===== config.mk =====
export PLATFORM = sky130hd
export DESIGN_NAME = conv_row_packer
export DESIGN_NICKNAME = d
export VERILOG_FILES = /design/src/rtl/conv_row_packer.sv
export SDC_FILE = /design/constraint.sdc
export NUM_CORES = 2
export LEC_CHECK = 0
export BUFFER_PORTS_ARGS = -buffer_cell sky130_fd_sc_hd__buf_2
export CAP_MARGIN = 5
export CORE_MARGIN = 5
export CORE_UTILIZATION = 30
export DETAILED_ROUTE_END_ITERATION = 12
export GPL_TIMING_DRIVEN = 1
export SYNTH_ARGS = -nofsm -noshare
export SYNTH_HDL_FRONTEND = slang
export SYNTH_SLANG_ARGS = --single-unit

===== constraint.sdc =====
create_clock -name clk -period 46.1 [get_ports clk]
set_clock_uncertainty 0.15 [all_clocks]
set_input_delay 9.22 -clock clk [delete_from_list [all_inputs] [get_ports clk]]
set_output_delay 9.22 -clock clk [all_outputs]
set_load 0.03 [all_outputs]

===== src/rtl/conv_row_packer.sv =====
// Serial-pixel to padded-row packer for the row convolver: one assembly buffer
// fills while the previous row is held in the output register.
module conv_row_packer #(
  parameter int PIX_W    = 8,
  parameter int ROW_PIX  = 128,
  parameter int PAD_MODE = 1
) (
  input  logic                         clk,
  input  logic                         reset,
  input  logic                         in_valid,
  output logic                         in_ready,
  input  logic [PIX_W-1:0]             in_pixel,
  input  logic                         in_last,
  output logic                         row_valid,
  input  logic                         row_ready,
  output logic [(ROW_PIX+2)*PIX_W-1:0] row_data,
  output logic                         short_row
);

  localparam int              CW       = (ROW_PIX > 1) ? $clog2(ROW_PIX) : 1;
  localparam int              RW       = (ROW_PIX + 2) * PIX_W;
  localparam logic [CW-1:0]   LAST_IDX = CW'(ROW_PIX - 1);
  localparam logic [0:0]      S_FILL   = 1'b0;
  localparam logic [0:0]      S_FULL   = 1'b1;

  // Border/tail byte: either a copy of the supplied edge pixel or zero.
  function automatic logic [PIX_W-1:0] pad_byte(input logic [PIX_W-1:0] px);
    return (PAD_MODE != 0) ? px : '0;
  endfunction

  logic [0:0]       state_p0;
  logic [CW-1:0]    cnt_p0;
  logic [PIX_W-1:0] asm_p0 [ROW_PIX];
  logic [CW-1:0]    end_idx_p0;
  logic [PIX_W-1:0] end_px_p0;
  logic             vld_p1;

  logic             accept;
  logic             complete;
  logic             out_free;
  logic             xfer;
  logic [CW-1:0]    e_idx;
  logic [PIX_W-1:0] e_px;
  logic [PIX_W-1:0] pix_sel [ROW_PIX];
  logic [RW-1:0]    row_nxt;

  assign in_ready  = ~reset & (state_p0 == S_FILL);
  assign row_valid = vld_p1;

  assign accept   = in_valid & in_ready;
  assign complete = accept & (in_last | (cnt_p0 == LAST_IDX));
  assign out_free = ~vld_p1 | row_ready;
  assign xfer     = out_free & (complete | (state_p0 == S_FULL));

  // The completing pixel is not in the buffer yet, so it is muxed in directly
  // to give a one-cycle accept-to-row_valid latency.
  assign e_idx = complete ? cnt_p0 : end_idx_p0;
  assign e_px  = complete ? in_pixel : end_px_p0;

  always_comb begin
    for (int j = 0; j < ROW_PIX; j++) begin
      pix_sel[j] = (complete && (cnt_p0 == CW'(j))) ? in_pixel : asm_p0[j];
    end
  end

  always_comb begin
    row_nxt = '0;
    row_nxt[PIX_W-1:0] = pad_byte(pix_sel[0]);
    for (int j = 0; j < ROW_PIX; j++) begin
      row_nxt[(j+1)*PIX_W +: PIX_W] = (CW'(j) <= e_idx) ? pix_sel[j] : pad_byte(e_px);
    end
    row_nxt[(ROW_PIX+1)*PIX_W +: PIX_W] = pad_byte(e_px);
  end

  // ---- stage p0: assembly buffer (data, no reset) ----
  always_ff @(posedge clk) begin
    if (accept) begin
      asm_p0[cnt_p0] <= in_pixel;
    end
    if (complete) begin
      end_idx_p0 <= cnt_p0;
      end_px_p0  <= in_pixel;
    end
  end

  // ---- stage p0 control / stage p1 output register ----
  always_ff @(posedge clk or posedge reset) begin
    if (reset) begin
      state_p0  <= S_FILL;
      cnt_p0    <= '0;
      vld_p1    <= 1'b0;
      row_data  <= '0;
      short_row <= 1'b0;
    end else begin
      if (accept) begin
        cnt_p0 <= complete ? '0 : cnt_p0 + CW'(1);
      end
      if (accept && in_last && (cnt_p0 != LAST_IDX)) begin
        short_row <= 1'b1;
      end
      case (state_p0)
        S_FILL:  if (complete && !out_free) state_p0 <= S_FULL;
        S_FULL:  if (out_free) state_p0 <= S_FILL;
        default: state_p0 <= S_FILL;
      endcase
      if (xfer) begin
        vld_p1   <= 1'b1;
        row_data <= row_nxt;
      end else if (row_ready) begin
        vld_p1 <= 1'b0;
      end
    end
  end

endmodule

==> out/results.ini <==
[logic_synthesis]
netlist_area_sq_um=88800
syn_inst=6927
synthDistinctLibCells=88
synth_edf_count=1024
synth_nets=6944
yosysTopAreaCell=edfxtp_1
seq_area_frac_synth=0.646
async_reset_ff_frac=0.503
synth_seq_cells=2089
yosys_warnings=0
post_synth.cell_area_avg_sq_um=12.8
synth_top_area_share=0.346
ys.flop_type=dfrtp_1
synth.area.top_cells=edfxtp_1 (35%), dfrtp_1 (30%), mux2i_1 (9.2%), nand2_1 (3.8%), o221ai_1 (2.8%)

[floorplan]
die_w_um=554
initial_core_util=0.302
core_area_sq_um=294000
ios=1056
die_h_um=554
die_area_sq_um=307000
rows=199

[sta]
fin_crit_sh=0.418
hold-worst-slack_ns=0.314
timing.setup.tns_ns=0
layout_min_cycle_time_ns=19.26
slew_headroom=0.0879
max_freq_mhz=51.9
finalMaxSlewViolations=0
final_hold_viol_count=0
tightest_slew_ns=1.37
setup_viol_count_final=0
rsz0062_at_grt=false

[worst_setup_path]
worstPathCellList=buf_2, nor2_1, buf_2
cp_num_buf_inv=2
r2r_start=cnt_p0[5]
end_kind=primary output
cp_slowest_cell=buf_2
crit_family=buffers and inverters
path_common_cell=buf_2
worstPathArrival_ns=9.89
rr_endpoint=row_data[1022]
cp.required_ns=36.73
crit_path_max_incr_delay_ns=0.25
start_kind=primary input
rrSetupSlack_ns=39.73
rr_worst_depth=8
path_class=in2out
crit_fanout=6

[global_route]
grt_pass1_vias=65600
antenna_found_initial=36
grt_start_max_net_pins=219
grt_use_total=0.263
global_route.usage.met2=0.384
grt_pass1_wl_mm=567
grt_overflow=0
met3_usage=0.0799
use_met1=0.347
busiest_layer=met2

[place]
io_buffer_count=1055
dp_hpwl_mm=283
placed_cell_area_sq_um=98800
place.gp.congestion=0.883
dpl.cell_count=11600

[layout]
drive_above_1_share=0.248
stdcell_count=12000
area.growth.synth_to_final_pct=20.5
multiInputGateArea_sq_um=29800
layout_commonest_cell=dfrtp_1
nets=7900
most-common-layout-cells=dfrtp_1 (1050), buf_2 (1047), edfxtp_1 (1024)
layout.area.seq_sq_um=57300
fillCellCount=28700
utilization=0.363
final_area_sq_um=107000

[route]
drt_iter0_markers=8263
wl_mm=420
drc_errors=0
routed_via_density=5.62
routedWlPerCell_um=34.9
firstDrtPassIters=6
routed-via-count=67600
drtAntennaViolNets=0

[clock_network]
htree_levels=4
cts_buffer_depth=4
cts_setup_buffers=0
clk_latency_ns=0.94
post_cts_resized=0
cts_hold_buf=0
cts_tree=yes
clock_sinks=2089
root_buffer=clkbuf_16
cts-buffers-inserted=229
clk_pin_slew_worst_paths_ns=0.06

[hold_path]
min-delay-start=row_data[431]
min_to=row_data[431]
hold_class=reg2reg
hold_path_depth=2

[status]
outcome=completed

[pwr]
powerDensity_nw_per_um2=56.9
vdd_drop_max_mv=0.0388
p_leak_nw=42.7

[job]
cap_violations=0

-- worst register-to-register path: stages, from the launching register on --
cell and delay, ns:
dfrtp_1 0.95, and3_2 0.91, nand3_2 0.72, and3_2 0.79, inv_2 0.63, and3_1 0.87, nand2_1 0.71, a22oi_1 0.38
o21ai_0 0.15
-- sequential cells by signal (all words and copies together) (netlist names) --
signal,flops
asm_p0,1024
end_px_p0,8
end_idx_p0,7
cnt_p0,7
row_data,1040
state_p0,1
row_valid,1
short_row,1
-- layer usage --
metal,routed length (um),part of all wire
met5,60,0.00014
met1,171000,0.41
met4,28000,0.067
met3,42900,0.10
met2,178000,0.42
-- layout make-up --
class                   instances  area share
flip-flops and latches       2089       0.536
multi-input cells            4311       0.278
repair buffers               1233      0.0633
clock buffers                 315      0.0611
well taps                    3919      0.0458
clock inverters               117      0.0143
inverters                      19    0.000760
diodes                         20    0.000468
-- power by group --
group	total [mW]	switching, mW	internal (mW)
sequential	2.46	0.231	2.23
clock	1.97	0.816	1.16
combinational	1.65	1.25	0.395
-- how the worst max path moves through the flow --
| stage | to | slack (ns) | cells after the start | start |
|---|---|---|---|---|
| global route | in_ready | 26.78 | 3 | reset |
| CTS | in_ready | 26.85 | 3 | reset |
| global placement | in_ready | 26.84 | 3 | reset |
| detailed placement | in_ready | 26.85 | 3 | reset |
| finish | in_ready | 26.84 | 3 | reset |
| floorplan | cnt_p0[0] | 7.18 | 1 | reset |
-- synth_stat cells, types with 30 or more instances --
| library cell | n |
|---|---|
| edfxtp_1 | 1024 |
| mux2i_1 | 815 |
| a21o_1 | 85 |
| buf_2 | 90 |
| o21ai_0 | 474 |
| o211ai_1 | 55 |
| a21oi_1 | 116 |
| buf_1 | 41 |
| a22oi_1 | 234 |
| o221ai_1 | 283 |
| dfrtp_1 | 1050 |
| nand3_1 | 88 |
| o21ai_1 | 52 |
| mux2_2 | 211 |
| a221o_1 | 103 |
| clkbuf_1 | 365 |
| a311oi_1 | 81 |
| o32ai_1 | 30 |
| a31oi_1 | 42 |
| nand2_1 | 893 |
| nor3_1 | 104 |
| o22ai_1 | 40 |
| nor2_1 | 372 |
-- logic make-up after synthesis --
kind of cell    count (synthesis)  synth area share
buf+inv                       527            0.0241
xor+xnor                        4          0.000395
compound gates               1719             0.137
simple gates                 1556            0.0732
mux                          1028             0.119
fa+ha+maj                       4          0.000564
flops                        2089             0.646
-- per-stage QoR --
stage	setup slack, ns	total power [mW]
2_1_floorplan	7.18	3.35
3_3_place_gp	26.84	4.11
3_5_place_dp	26.85	4.13
4_1_cts	26.85	6.10
5_1_grt	26.78	6.27
6_report	26.84	6.08
No activity file was read; power rests on OpenSTA's default activity.
